===== src/rtl/grf_write_arbiter_pkg.sv =====
// Shared types and helpers for the GRF write-side arbiter.
// Holds the register-file geometry, the write-request record and the one-hot decode.
package grf_write_arbiter_pkg;

  localparam int GRF_AW   = 5;
  localparam int GRF_DW   = 32;
  localparam int GRF_NREG = 32;

  typedef struct packed {
    logic [GRF_AW-1:0] addr;
    logic [GRF_DW-1:0] data;
    logic [31:0]       pc4;
  } grf_wr_req_t;

  function automatic logic [GRF_NREG-1:0] grf_onehot(input logic [GRF_AW-1:0] a);
    logic [GRF_NREG-1:0] m;
    m    = '0;
    m[a] = 1'b1;
    return m;
  endfunction

endpackage


===== src/rtl/grf_write_arbiter_if.sv =====
// Bundle of pipeline/MDU request signals and GRF write-port outputs.
// The arbiter sits on the slave side; the producer/consumer environment on the master side.
interface grf_write_arbiter_if #(
  parameter int DW = 32,
  parameter int AW = 5
);
  logic              pipe_we;
  logic [AW-1:0]     pipe_addr;
  logic [DW-1:0]     pipe_data;
  logic [31:0]       pipe_pc4;

  logic              mdu_valid;
  logic              mdu_ready;
  logic [AW-1:0]     mdu_addr;
  logic [DW-1:0]     mdu_data;
  logic [31:0]       mdu_pc4;

  logic [AW-1:0]     grf_a3;
  logic [DW-1:0]     grf_wd;
  logic              grf_wren;
  logic [31:0]       grf_pc4;

  logic [(2**AW)-1:0] pend_mask;
  logic              err;

  modport master (
    output pipe_we, pipe_addr, pipe_data, pipe_pc4,
    output mdu_valid, mdu_addr, mdu_data, mdu_pc4,
    input  mdu_ready,
    input  grf_a3, grf_wd, grf_wren, grf_pc4,
    input  pend_mask, err
  );

  modport slave (
    input  pipe_we, pipe_addr, pipe_data, pipe_pc4,
    input  mdu_valid, mdu_addr, mdu_data, mdu_pc4,
    output mdu_ready,
    output grf_a3, grf_wd, grf_wren, grf_pc4,
    output pend_mask, err
  );
endinterface


===== src/rtl/grf_wr_fifo.sv =====
// Synchronous FIFO buffering MDU write requests until the GRF port is free.
// Exposes a per-entry valid/address view so the top can build the pending mask.
module grf_wr_fifo
  import grf_write_arbiter_pkg::*;
#(
  parameter int DEPTH = 4,
  localparam int PW = $clog2(DEPTH),
  localparam int CW = $clog2(DEPTH + 1)
) (
  input  logic                          clk,
  input  logic                          reset,
  input  logic                          push,
  input  grf_wr_req_t                   push_req,
  input  logic                          pop,
  output grf_wr_req_t                   head,
  output logic                          full,
  output logic [CW-1:0]                 count,
  output logic [DEPTH-1:0]              ent_valid,
  output logic [DEPTH-1:0][GRF_AW-1:0]  ent_addr
);

  grf_wr_req_t [DEPTH-1:0] mem_q, mem_d;
  logic [PW-1:0]           wr_ptr_q, wr_ptr_d;
  logic [PW-1:0]           rd_ptr_q, rd_ptr_d;
  logic [CW-1:0]           count_q, count_d;
  logic                    do_push, do_pop;

  assign full  = (count_q == CW'(DEPTH));
  assign count = count_q;
  assign head  = mem_q[rd_ptr_q];

  always_comb begin
    do_push  = push && !full;
    do_pop   = pop && (count_q != '0);
    mem_d    = mem_q;
    wr_ptr_d = wr_ptr_q;
    rd_ptr_d = rd_ptr_q;
    if (do_push) begin
      mem_d[wr_ptr_q] = push_req;
      wr_ptr_d        = wr_ptr_q + PW'(1);
    end
    if (do_pop) begin
      rd_ptr_d = rd_ptr_q + PW'(1);
    end
    count_d = count_q + CW'(do_push) - CW'(do_pop);
  end

  // An entry is live when its distance from the read pointer is below the count.
  always_comb begin
    logic [PW-1:0] offs;
    offs      = '0;
    ent_valid = '0;
    ent_addr  = '0;
    for (int i = 0; i < DEPTH; i++) begin
      offs         = PW'(i) - rd_ptr_q;
      ent_valid[i] = (CW'(offs) < count_q);
      ent_addr[i]  = mem_q[i].addr;
    end
  end

  always_ff @(posedge clk or negedge reset) begin
    if (!reset) begin
      mem_q    <= '0;
      wr_ptr_q <= '0;
      rd_ptr_q <= '0;
      count_q  <= '0;
    end else begin
      mem_q    <= mem_d;
      wr_ptr_q <= wr_ptr_d;
      rd_ptr_q <= rd_ptr_d;
      count_q  <= count_d;
    end
  end

endmodule


===== src/rtl/grf_write_arbiter.sv =====
// GRF write-port arbiter: pipeline writeback always wins, MDU results are
// buffered and drained into idle slots through a registered output stage.
module grf_write_arbiter
  import grf_write_arbiter_pkg::*;
#(
  parameter int DEPTH = 4,
  parameter int DW    = GRF_DW,
  parameter int AW    = GRF_AW
) (
  input  logic              clk,
  input  logic              reset,
  grf_write_arbiter_if.slave bus
);

  localparam int CW = $clog2(DEPTH + 1);

  grf_wr_req_t                 out_req_q, out_req_d;
  logic                        out_wren_q, out_wren_d;
  logic                        out_mdu_q, out_mdu_d;
  logic                        err_q, err_d;
  logic                        stall_q, stall_d;

  grf_wr_req_t                 mdu_req, pipe_req, fifo_head;
  logic                        fifo_full, fifo_empty;
  logic [CW-1:0]               fifo_count;
  logic [DEPTH-1:0]            ent_valid;
  logic [DEPTH-1:0][GRF_AW-1:0] ent_addr;
  logic                        pipe_real, push, pop;
  logic [(2**AW)-1:0]          pend;

  always_comb begin
    mdu_req.addr  = bus.mdu_addr;
    mdu_req.data  = bus.mdu_data;
    mdu_req.pc4   = bus.mdu_pc4;
    pipe_req.addr = bus.pipe_addr;
    pipe_req.data = bus.pipe_data;
    pipe_req.pc4  = bus.pipe_pc4;
  end

  assign fifo_empty = (fifo_count == '0);
  assign pipe_real  = bus.pipe_we && (bus.pipe_addr != '0);
  // Writes to r0 complete the handshake but are never buffered.
  assign push       = bus.mdu_valid && !fifo_full && (bus.mdu_addr != '0);
  assign pop        = !pipe_real && !fifo_empty;

  grf_wr_fifo #(.DEPTH(DEPTH)) u_fifo (
    .clk       (clk),
    .reset     (reset),
    .push      (push),
    .push_req  (mdu_req),
    .pop       (pop),
    .head      (fifo_head),
    .full      (fifo_full),
    .count     (fifo_count),
    .ent_valid (ent_valid),
    .ent_addr  (ent_addr)
  );

  always_comb begin
    pend = '0;
    for (int i = 0; i < DEPTH; i++) begin
      if (ent_valid[i]) pend = pend | grf_onehot(ent_addr[i]);
    end
    if (out_wren_q && out_mdu_q) pend = pend | grf_onehot(out_req_q.addr);
  end

  always_comb begin
    out_req_d  = out_req_q;
    out_wren_d = 1'b0;
    out_mdu_d  = 1'b0;
    if (pipe_real) begin
      out_req_d  = pipe_req;
      out_wren_d = 1'b1;
    end else if (pop) begin
      out_req_d  = fifo_head;
      out_wren_d = 1'b1;
      out_mdu_d  = 1'b1;
    end
  end

  // stall_q remembers an offered-but-refused MDU result so a withdrawn offer is caught.
  always_comb begin
    stall_d = bus.mdu_valid && fifo_full;
    err_d   = err_q
            | (pipe_real && pend[bus.pipe_addr])
            | (stall_q && !bus.mdu_valid);
  end

  always_ff @(posedge clk or negedge reset) begin
    if (!reset) begin
      out_req_q  <= '0;
      out_wren_q <= 1'b0;
      out_mdu_q  <= 1'b0;
      err_q      <= 1'b0;
      stall_q    <= 1'b0;
    end else begin
      out_req_q  <= out_req_d;
      out_wren_q <= out_wren_d;
      out_mdu_q  <= out_mdu_d;
      err_q      <= err_d;
      stall_q    <= stall_d;
    end
  end

  assign bus.mdu_ready = !fifo_full;
  assign bus.grf_a3    = out_req_q.addr;
  assign bus.grf_wd    = out_req_q.data;
  assign bus.grf_pc4   = out_req_q.pc4;
  assign bus.grf_wren  = out_wren_q;
  assign bus.pend_mask = pend;
  assign bus.err       = err_q;

endmodule

===== src/flat_wrapper.sv =====
// flat-port wrapper written by rule: the top's interface ports become plain ports
module grf_write_arbiter_flat import grf_write_arbiter_pkg::*;
#(
  parameter int DEPTH = 4,
  parameter int DW    = GRF_DW,
  parameter int AW    = GRF_AW
)
  (clk, reset, bus_pipe_we, bus_pipe_addr, bus_pipe_data, bus_pipe_pc4, bus_mdu_valid, bus_mdu_addr, bus_mdu_data, bus_mdu_pc4, bus_mdu_ready, bus_grf_a3, bus_grf_wd, bus_grf_wren, bus_grf_pc4, bus_pend_mask, bus_err);
  grf_write_arbiter_if #(.DW(DW), .AW(AW)) bus_i ();
  input  logic clk;
  input  logic reset;
  input wire logic [$bits(bus_i.pipe_we)-1:0] bus_pipe_we;
  input wire logic [$bits(bus_i.pipe_addr)-1:0] bus_pipe_addr;
  input wire logic [$bits(bus_i.pipe_data)-1:0] bus_pipe_data;
  input wire logic [$bits(bus_i.pipe_pc4)-1:0] bus_pipe_pc4;
  input wire logic [$bits(bus_i.mdu_valid)-1:0] bus_mdu_valid;
  input wire logic [$bits(bus_i.mdu_addr)-1:0] bus_mdu_addr;
  input wire logic [$bits(bus_i.mdu_data)-1:0] bus_mdu_data;
  input wire logic [$bits(bus_i.mdu_pc4)-1:0] bus_mdu_pc4;
  output wire logic [$bits(bus_i.mdu_ready)-1:0] bus_mdu_ready;
  output wire logic [$bits(bus_i.grf_a3)-1:0] bus_grf_a3;
  output wire logic [$bits(bus_i.grf_wd)-1:0] bus_grf_wd;
  output wire logic [$bits(bus_i.grf_wren)-1:0] bus_grf_wren;
  output wire logic [$bits(bus_i.grf_pc4)-1:0] bus_grf_pc4;
  output wire logic [$bits(bus_i.pend_mask)-1:0] bus_pend_mask;
  output wire logic [$bits(bus_i.err)-1:0] bus_err;
  assign bus_i.pipe_we = bus_pipe_we;
  assign bus_i.pipe_addr = bus_pipe_addr;
  assign bus_i.pipe_data = bus_pipe_data;
  assign bus_i.pipe_pc4 = bus_pipe_pc4;
  assign bus_i.mdu_valid = bus_mdu_valid;
  assign bus_i.mdu_addr = bus_mdu_addr;
  assign bus_i.mdu_data = bus_mdu_data;
  assign bus_i.mdu_pc4 = bus_mdu_pc4;
  assign bus_mdu_ready = bus_i.mdu_ready;
  assign bus_grf_a3 = bus_i.grf_a3;
  assign bus_grf_wd = bus_i.grf_wd;
  assign bus_grf_wren = bus_i.grf_wren;
  assign bus_grf_pc4 = bus_i.grf_pc4;
  assign bus_pend_mask = bus_i.pend_mask;
  assign bus_err = bus_i.err;
  grf_write_arbiter #(.DEPTH(DEPTH), .DW(DW), .AW(AW)) u_core (.clk(clk), .reset(reset), .bus(bus_i));
endmodule

===== config.mk =====
export PLATFORM = sky130hd
export DESIGN_NAME = grf_write_arbiter_flat
export DESIGN_NICKNAME = d
export VERILOG_FILES = /design/src/rtl/grf_write_arbiter_pkg.sv /design/src/rtl/grf_write_arbiter_if.sv /design/src/rtl/grf_wr_fifo.sv /design/src/rtl/grf_write_arbiter.sv /design/src/flat_wrapper.sv
export SDC_FILE = /design/constraint.sdc
export NUM_CORES = 1
export LEC_CHECK = 0
export ABC_AREA = 0
export CORE_MARGIN = 3
export CORE_UTILIZATION = 50
export DETAILED_ROUTE_END_ITERATION = 7
export GPL_TIMING_DRIVEN = 0
export PLACE_DENSITY = 0.77
export SLEW_MARGIN = 30
export SYNTH_ARGS = -nofsm -noshare
export SYNTH_HDL_FRONTEND = slang
export SYNTH_SLANG_ARGS = --single-unit

===== constraint.sdc =====
create_clock -name clk -period 3.5 [get_ports clk]
set_clock_uncertainty 0.15 [all_clocks]
set_input_delay 0.7 -clock clk [delete_from_list [all_inputs] [get_ports clk]]
set_output_delay 0.7 -clock clk [all_outputs]
set_load 0.1 [all_outputs]

**Yosys cells after proc, flatten, opt, wreduce, memory -nomap -nowiden**

Index checks and enable logic that the tools add are counted.

- Memories: 0
- Register bits: 356
- Bits in read-only memories: 0
- Output and inout bits: 104
- Input bits: 142
- Bits in latches: 0
- Logic and storage cells: 107
- RAM bits: 0

- Add/subtract/negate cells: 8
- Reductions and logical operators: 25
- Multiply operators: 0
- Bitwise logic cells: 6
- Shift operators: 0
- Equal/unequal tests: 1
- Div/mod/pow operators: 0
- Magnitude comparators: 18
- Mux-type cells: 27

Operators by type and width:

| operator | count |
|---|---|
| 276-bit bitwise mux | 1 |
| 69-bit two-way mux | 4 |
| 32-bit two-way mux | 5 |
| 69-bit binary-select mux with 2-bit select | 1 |
| 69-bit demux with 2-bit select | 1 |
| 32-bit OR | 4 |
| 5-bit by 6-bit less-than comparator with 1-bit output (second input constant) | 6 |
| 1-bit demux with 5-bit select | 5 |
| 5-bit by 1-bit >= comparator with 1-bit output (second input constant) | 5 |
| 1-bit logical AND | 16 |
| 2-bit by 3-bit less-than comparator with 1-bit output | 4 |
| 5-bit nonzero test | 2 |
| 1-bit two-way mux | 9 |
| 2-bit by 3-bit less-than comparator with 1-bit output (second input constant) | 2 |
| 1-bit binary-select mux with 5-bit select | 1 |
| 2-bit by 1-bit adder with 2-bit output (second input constant) | 2 |
| 1-bit logical NOT | 4 |
| 1-bit by 2-bit subtractor with 2-bit output (first input constant) | 2 |
| 2-bit subtractor (first input constant) | 2 |
| 3-bit by 1-bit adder with 3-bit output | 1 |
| 3-bit equality test (second input constant) | 1 |
| 3-bit logical NOT | 1 |
| 3-bit nonzero test | 1 |
| 3-bit by 1-bit subtractor with 3-bit output | 1 |
| other kinds (3) | 4 |

**Logic depth before layout (Yosys ltp)**

Gate-level depths: netlist (run 1).

- Word-level depth: 18
- Depth in mapped cells: 13
- Mapped depth without buffers: 11

**By module**

Synthesis (run 1) repeated with hierarchy kept, for this count alone.

- Cell total of the unflattened synthesis: 1,339
- Area total of the unflattened synthesis: 17,734.5 um^2

Modules (own cells, without submodules):

| module | seq. area each (um^2) | cells an instance | instances | area each (um^2) |
|---|---|---|---|---|
| grf_wr_fifo | 7,081.8 | 741 | 1 | 12,717.2 |
| grf_write_arbiter | 1,826.8 | 598 | 1 | 5,017.3 |

**Least setup slack after synthesis (run 1)**

Ideal clock, no wire load.

- Path kind: register -> register
- Start point: reg u_core.u_fifo.rd_ptr_q[1]
- End point: reg u_core.err_q (netlist: u_core.bus.err)
- Library setup time: 65 ps
- Cell stages (with the launch flop): 13
- Setup slack: -1,045 ps
- Required time: 3,285 ps
- Arrival: 4,331 ps
- Path buffers: 2
- Clock period less this slack: 4,545 ps
- Cell sequence: dfrtp_1 clkbuf_1 clkbuf_1 inv_1 ha_1 and2b_1 a211oi_1 nand2_1 o211ai_1 mux4_1 mux2i_1 nand3_1 o211a_1

- Word-level cells in the longest chain between the ends: 16
- Elaborated cells between the ends (all ways): 22
- Classes of those cells: add/sub (4); order compare (4); mux (7); bitwise (6); reduce/logical (1)

RTL lines:

| what | line | RTL |
|---|---|---|
| start, declared | grf_wr_fifo.sv:24 | `logic [PW-1:0] rd_ptr_q, rd_ptr_d;` |
| start signal, assigned | grf_wr_fifo.sv:70 | `rd_ptr_q <= rd_ptr_d;` |
| 1-bit by 2-bit subtractor with 2-bit output | grf_wr_fifo.sv:55 | `offs = PW'(i) - rd_ptr_q;` |
| 2-bit by 3-bit less-than comparator with 1-bit output | grf_wr_fifo.sv:56 | `ent_valid[i] = (CW'(offs) < count_q);` |
| 32-bit two-way mux | grf_write_arbiter.sv:62 | `if (ent_valid[i]) pend = pend \| grf_onehot(ent_addr[i]);` |
| 32-bit OR | grf_write_arbiter.sv:62 |  |
| 32-bit two-way mux | grf_write_arbiter.sv:62 |  |
| 32-bit OR | grf_write_arbiter.sv:62 |  |
| 32-bit two-way mux | grf_write_arbiter.sv:62 |  |
| 32-bit OR | grf_write_arbiter.sv:62 |  |
| [2 not listed] | -- |  |
| 32-bit two-way mux * | grf_write_arbiter.sv:64 | `if (out_wren_q && out_mdu_q) pend = pend \| grf_onehot(out_req_q.addr);` |
| via bus_pend_mask[4] | flat_wrapper.sv:25 | `output wire logic [$bits(bus_i.pend_mask)-1:0] bus_pend_mask;` |
| 1-bit binary-select mux with 5-bit select * | grf_write_arbiter.sv:85 | `\| (pipe_real && pend[bus.pipe_addr])` |
| 1-bit two-way mux (not written as such) * | grf_write_arbiter.sv:85 |  |
| 1-bit logical AND * | grf_write_arbiter.sv:85 |  |
| 1-bit OR * | grf_write_arbiter.sv:85 |  |
| 1-bit OR * | grf_write_arbiter.sv:86 | `\| (stall_q && !bus.mdu_valid);` |
| via u_core.err_d | grf_write_arbiter.sv:20 | `logic err_q, err_d;` |
| end signal, assigned | grf_write_arbiter.sv:100 | `err_q <= err_d;` |
| end, declared | grf_write_arbiter.sv:20 |  |

The timed path passes the listed nets; every way through them passes the cells marked *. The select of a mux whose other input is x is not followed.
A chain may end at the register's enable or synchronous reset.

**Worst setup path in the final report (run 1)**

- Start point: reg u_core.u_fifo.count_q[1] (netlist: u_core.u_fifo.count[1])
- End point: out bus_pend_mask[28]

- Word-level cells in the longest chain between the ends: 10
- Elaborated cells between the ends (all ways): 13
- Classes of those cells: order compare (4); mux (5); bitwise (4)

RTL lines:

| what | line | RTL |
|---|---|---|
| start, declared | grf_wr_fifo.sv:25 | `logic [CW-1:0] count_q, count_d;` |
| start signal, assigned | grf_wr_fifo.sv:71 | `count_q <= count_d;` |
| 2-bit by 3-bit less-than comparator with 1-bit output | grf_wr_fifo.sv:56 |  |
| 32-bit two-way mux | grf_write_arbiter.sv:62 |  |
| 32-bit OR | grf_write_arbiter.sv:62 |  |
| 32-bit two-way mux | grf_write_arbiter.sv:62 |  |
| 32-bit OR | grf_write_arbiter.sv:62 |  |
| 32-bit two-way mux | grf_write_arbiter.sv:62 |  |
| 32-bit OR | grf_write_arbiter.sv:62 |  |
| 32-bit two-way mux * | grf_write_arbiter.sv:62 |  |
| 32-bit OR | grf_write_arbiter.sv:64 |  |
| 32-bit two-way mux * | grf_write_arbiter.sv:64 |  |
| end, declared | flat_wrapper.sv:25 |  |

Mark *: on every way between the ends. The rest lies on a longest branch, timed or not.

==> results.toml, run 1 <==
[final_layout]
final_cell_area_um2 = 23400
area_growth_pct = 32.4
multiInputGateArea_um2 = 8830
nNetsFinal = 1825
seq_area_um2 = 8910
fillCellCount = 2571
post-route-util_pct = 67.4
layout-drive-gt1-share_pct = 37.1

[timing]
hold_violations = 0
setup_ws_ps = -285
report.final.slew_viol_count = 0
setup_violations = 32
rsz0062_at_grt = "true"
period_minus_slack_ps = 3780
slew_headroom_pct = 31.2
fmax_mhz = 264
worst_pin_slew_ps = 1030
finalCritPeriodShare_pct = 108

[yosys]
yosysMostFrequentCell = "dfrtp_1"
yosysSeqAreaShare_pct = 50.4
synthFlopType = "dfrtp_1"
synth-simple-area-share_pct = 7.09
synthAdderAreaFrac_pct = 0.821
synthXorXnorAreaFrac_pct = 0.297
synth-compound-area-share_pct = 7.99
synth_top_family_by_area = "multiplexers"
syn_area_um2 = 17700
syn-num-nets = 1490
yosys.area.top_type_share_pct = 50.4
yosys-top-cells-count = "dfrtp_1, mux2_2, nand2_1, o21ai_0"
synth-seq-cells = 356
yosysWarnings = 0
synth_edf_count = 0
yosys-mux-area-fraction_pct = 30.6
async_flop_share_pct = 100
synth_top_area_cell = "dfrtp_1"
avgSynthCellArea_um2 = 13.2
synthTopCellsByArea = "dfrtp_1, mux2_2, mux4_2"
synthCells = 1337
ys_types = 77

[clocking]
ctsLongestPathBuffers = 3
h-tree-depth = 2
clock_latency_ps = 540
clockRootBuffer = "clkbuf_16"
cts_buffers = 39
clk_pin_slew_ps = 60
cts_sinks = 356
cts_tree = "done"

[route]
wl_per_cell_um = 24.4
drt_first_pass_iters = 5
drt_wl_total_mm = 52.7
routed_via_density = 6.02
drc = 0
vias = 12983
ant_nets = 0
drt_iter0_drc = 1000

[grt]
grt_pass1_vias = 13961
overflow = 0
grt_first_pass_wirelength_mm = 82.3
grt_max_degree = 93
grt_usage_pct = 27.8
antenna_found_initial = 3

[die]
die_w_um = 194
die-area_um2 = 37600
core_area_um2 = 34700
die_h_um = 194
num_io_pins = 246
rows = 68
initial_core_util_pct = 50.9

[worst_setup_path]
critical_path.endpoint_type = "output port"
crit_chain = "inv_2 -> ha_4 -> and2b_2 -> a2111oi_4 -> a222oi_1 -> buf_4 -> o221ai_4 -> buf_12"
critPathSlowestCell = "a2111oi_4"
required_ps = 2650
cp.arrival_ps = 2930
crit_path_max_fanout = 5
startpoint_type = "flop"
critical-path-max-stage-delay_ps = 560
critPathKind = "reg -> out"

[status]
status = "finished, violations left"
violations = "setup timing"

[placement]
dpl_cell_area_um2 = 20900
place_congestion = 0.961
portBuffers = 245
dp_hpwl_mm = 38.1

[worst_hold_path]
min_path_type = "reg -> reg"

[job]
cap_violations = 0
## path summary, 6_finish.rpt
check | from | cells after the start | slack, ps | to
max | u_core.u_fifo.count[1] | 8 | -280 | bus_pend_mask[28]
max reg2reg | u_core.u_fifo.rd_ptr_q[0] | 16 | 70 | u_core.bus.err
min reg2reg | u_core.u_fifo.mem_q[156] | 1 | 350 | u_core.u_fifo.mem_q[156]
min | u_core.u_fifo.mem_q[156] | 1 | 350 | u_core.u_fifo.mem_q[156]
min in group asynchronous | reset | 2 | 560 | u_core.u_fifo.mem_q[259]
max in group asynchronous | reset | 4 | 1540 | u_core.u_fifo.mem_q[95]
## state kept, by name, summed over array words and instances, names as in the netlist
name                    flops
u_core.bus.grf_pc4         32
u_core.u_fifo.ent_addr     20
u_core.u_fifo.rd_ptr_q      2
u_core.bus.grf_wd          32
u_core.bus.grf_wren         1
u_core.bus.err              1
u_core.bus.grf_a3           5
u_core.out_mdu_q            1
u_core.stall_q              1
u_core.u_fifo.count         3
u_core.u_fifo.wr_ptr_q      2
u_core.u_fifo.mem_q       256
## timing repair
| item | CTS | global route |
|---|---|---|
| pin swaps | 35 | 23 |
| resized for setup | 334 | 36 |
| setup endpoints to repair | 38 | 65 |
| endpoints found under the hold margin | 56 | 0 |
| setup buffers | 43 | 6 |
| hold buffers | 1 | 0 |
## cell type report
type	instances	share of cell area, %
well taps	455	2.43
diodes	2	0.0214
flip-flops and latches	356	38.1
inverters	21	0.347
multi-input cells	870	37.7
plain buffers	89	1.94
repair buffers	295	13.7
clock inverters	10	0.722
clock buffers	59	5.05
## kinds of logic after synthesis
group	count (synthesis)
muxes	417
DFF	356
and+or+nand+nor	243
AOI/OAI and AO/OA	193
buffers and inverters	111
adders and majority gates	11
xor gates and xnor gates	6
## metal layers
| metal | track usage, % | wire, µm | part of all wire, % | up-vias |
|---|---|---|---|---|
| met5 | 0 | 26 | 0.049 | - |
| met4 | 8.91 | 1630 | 3.1 | 4 |
| met3 | 4.50 | 2500 | 4.7 | 109 |
| met2 | 47.0 | 26300 | 50 | 423 |
| met1 | 37.1 | 22300 | 42 | 6734 |
| li1 | - | - | - | 5713 |
## layout by cell type (no fill, tap or decap), drive strengths merged, types with 6 or more instances in the layout
master | Yosys | layout
a2111oi | 6 | 6
a211o | 9 | 9
a211oi | 9 | 9
a22o | 8 | 8
a22oi | 7 | 7
buf | 49 | 134
clkbuf | 41 | 102
clkdlybuf4s50 | 0 | 205
clkinv | 0 | 6
dfrtp | 356 | 356
ha | 10 | 10
inv | 21 | 22
mux2 | 276 | 276
mux2i | 70 | 70
mux4 | 71 | 71
nand2 | 102 | 102
nand2b | 17 | 17
nand3 | 13 | 13
nand3b | 6 | 6
nor2 | 23 | 23
nor2b | 10 | 10
nor3 | 13 | 13
nor4 | 8 | 8
o211ai | 7 | 7
o21ai | 74 | 74
o22a | 8 | 8
o22ai | 28 | 28
o32ai | 7 | 7
or3 | 12 | 12
## per-stage QoR
| step | setup WS, ps | hold WS [ps] | setup TNS, ps | std cells |
|---|---|---|---|---|
| after floorplan | -475 | 254 | -1050 | 1337 |
| after global routing | -370 | 361 | -9760 | 2156 |
| after global placement | -13520 | 331 | -4912360 | 2037 |
| after CTS | -324 | 350 | -7860 | 2152 |
| final | -285 | 349 | -7000 | 2157 |
| after detailed placement | -1280 | 337 | -94990 | 2041 |
## critical path: cells and delay by family (launching register included)
family          cells  cell delay (ps)
compound gates      3              830
fa+ha+maj           1              230
buf+inv             3              620
simple gates        1              270
flops               1              450
Power of run 1 is left out: the tool's default activity adds up to more than one toggle a clock period on the data nets, which glitch-free logic cannot reach.
==> run 2: changes to the inputs <==
TNS_END_PERCENT = 1   (was default)
==> run 2 against run 1 <==
The run still ends with setup timing left; routed wire length decreased by 2.6%; hold slack improved by 0.58 ps; sequential cell count unchanged; sequential share of layout area increased by 1.1 points; worst setup slack improved by 92 ps; register-to-register slack improved by 80 ps; die area unchanged; count of clock-buffer cells in the layout increased by 1; utilization decreased by 1.8 points; highest routed layer unchanged.
==> results.toml, run 2 (synthesis results as in run 1) <==
[status]
violations = "setup timing"
status = "finished, violations left"

[placement]
dp_hpwl_mm = 37.9
dpl_cell_area_um2 = 20900
dp.cells = 2041
portBuffers = 245
place_congestion = 0.986

[timing]
setup_ws_ps = -193
finalCritPeriodShare_pct = 106
period_minus_slack_ps = 3690
setup_violations = 30
fmax_mhz = 271
slew_headroom_pct = 30.5
worst_pin_slew_ps = 1040
rsz0062_at_grt = "true"
report.final.slew_viol_count = 0
hold_violations = 0

[worst_setup_path]
critPathKind = "reg -> out"
cp.arrival_ps = 2840
startpoint_type = "flop"
regToRegStartpoint = "u_core.u_fifo.rd_ptr_q[1]"
r2r-end = "u_core.bus.err"
cp_common_cell = "buf_12"
cpLargestDelayFamily = "buffers and inverters"
critical_path.endpoint_type = "output port"
worst-path-buf-inv = 4
endpoint = "bus_pend_mask[25]"
reg2reg_setup_slack_ps = 150
worst-path-stages = 10
crit_path_start = "u_core.u_fifo.rd_ptr_q[1]"
crit_chain = "buf_8 -> xnor2_4 -> inv_2 -> ha_4 -> nand2b_4 -> o2111ai_4 -> buf_12 -> o22ai_2 -> or3_4 -> buf_12"
crit_path_max_fanout = 5
reg2reg_depth = 13
required_ps = 2650
critPathSlowestCell = "or3_4"
critical-path-max-stage-delay_ps = 410

[clocking]
clock_latency_ps = 530
cts_tree = "done"
ctsLongestPathBuffers = 3
h-tree-depth = 2
cts_buffers = 40
clockRootBuffer = "clkbuf_16"
clk_pin_slew_ps = 50
cts_sinks = 356

[die]
die_h_um = 194
rows = 68
die-area_um2 = 37600
core_area_um2 = 34700
num_io_pins = 246
initial_core_util_pct = 50.9
die_w_um = 194

[route]
dr_wl_met3_mm = 3.10
top_layer = "met5"
ant_nets = 0
wl_met1_mm = 21.4
drc = 0
vias = 12745
drt_iter0_drc = 790
wl_per_cell_um = 24.2
drt_first_pass_iters = 6
route.met2.wl_mm = 24.8
routed_via_density = 5.99
drt_wl_total_mm = 51.4

[final_layout]
final_cell_area_um2 = 22800
nNetsFinal = 1799
layout-drive-gt1-share_pct = 34.1
final_common_cell = "dfrtp_1"
n_antenna_cell = 0
largest_register_ffs = 256
largest-register = "u_core.u_fifo.mem_q"
instances_no_fill = 2126
area_growth_pct = 28.9
mostFrequentLayoutCells = "dfrtp_1, mux2_2, clkdlybuf4s50_1"

[job]
cap_violations = 0

[grt]
grt_first_pass_wirelength_mm = 80.3
overflow = 0
grt_max_degree = 92
grt_pass1_vias = 13460
antenna_found_initial = 2
grt_usage_pct = 27.2

[worst_hold_path]
min_path_type = "reg -> reg"
## run 2: area by class of cell
| cell class | count | area, µm² |
|---|---|---|
| inverter | 21 | 83.8 |
| multi-input combinational | 870 | 8610 |
| tap | 455 | 569 |
| clock inverter | 7 | 149 |
| clock buffer | 60 | 1140 |
| buffer | 88 | 439 |
| fill | 2620 | 11900 |
| sequential | 356 | 8910 |
| timing repair buffer | 269 | 2880 |
## run 2: worst reg2reg max path: cells and delay by family (launching register included)
family	cells	cell delay, ps
XOR/XNOR	1	170
AND/OR/NAND/NOR	2	210
buffers and inverters	3	380
adder cells (fa/ha/maj)	1	270
AO/OA/AOI/OAI	4	820
multiplexers	2	850
flip-flops	1	400
## run 2: how the worst min path moves through the flow
stage	from	endpoint	slack [ps]	depth (start not counted)
after floorplan	reset	u_core.bus.err	250	0
after global placement	u_core.u_fifo.mem_q[195]	u_core.u_fifo.mem_q[195]	330	1
after detailed placement	u_core.u_fifo.mem_q[181]	u_core.u_fifo.mem_q[181]	340	1
after CTS	u_core.u_fifo.mem_q[181]	u_core.u_fifo.mem_q[181]	350	1
after global routing	u_core.u_fifo.mem_q[165]	u_core.u_fifo.mem_q[165]	360	1
final	u_core.u_fifo.mem_q[181]	u_core.u_fifo.mem_q[181]	350	1
## run 2: through the flow
step / worst slack [ps] / TNS (ps) / hold slack, ps / utilization [%]
after floorplan: -475 / -1450 / 254 / -
after global placement: -13370 / -4853010 / 331 / 59.9
after detailed placement: -1140 / -96360 / 339 / 60.2
after CTS: -214 / -3540 / 351 / 65.2
after global routing: -259 / -5610 / 357 / 65.6
final: -193 / -3310 / 349 / 65.6
## run 2: timing repair
action | 4_1_cts | 5_1_grt
gates resized for setup | 274 | 31
setup endpoints to repair | 34 | 69
endpoints found under the hold margin | 17 | 0
pin swaps | 27 | 11
hold buffers | 1 | 0
setup buffers | 17 | 2
## run 2: per-layer routing
layer,global-route usage [%],vias to the layer above
met5,0,-
met4,10.0,4
met3,5.21,120
met2,44.4,435
met1,36.5,6540
li1,-,5646
Power of run 2 is left out for the same reason.
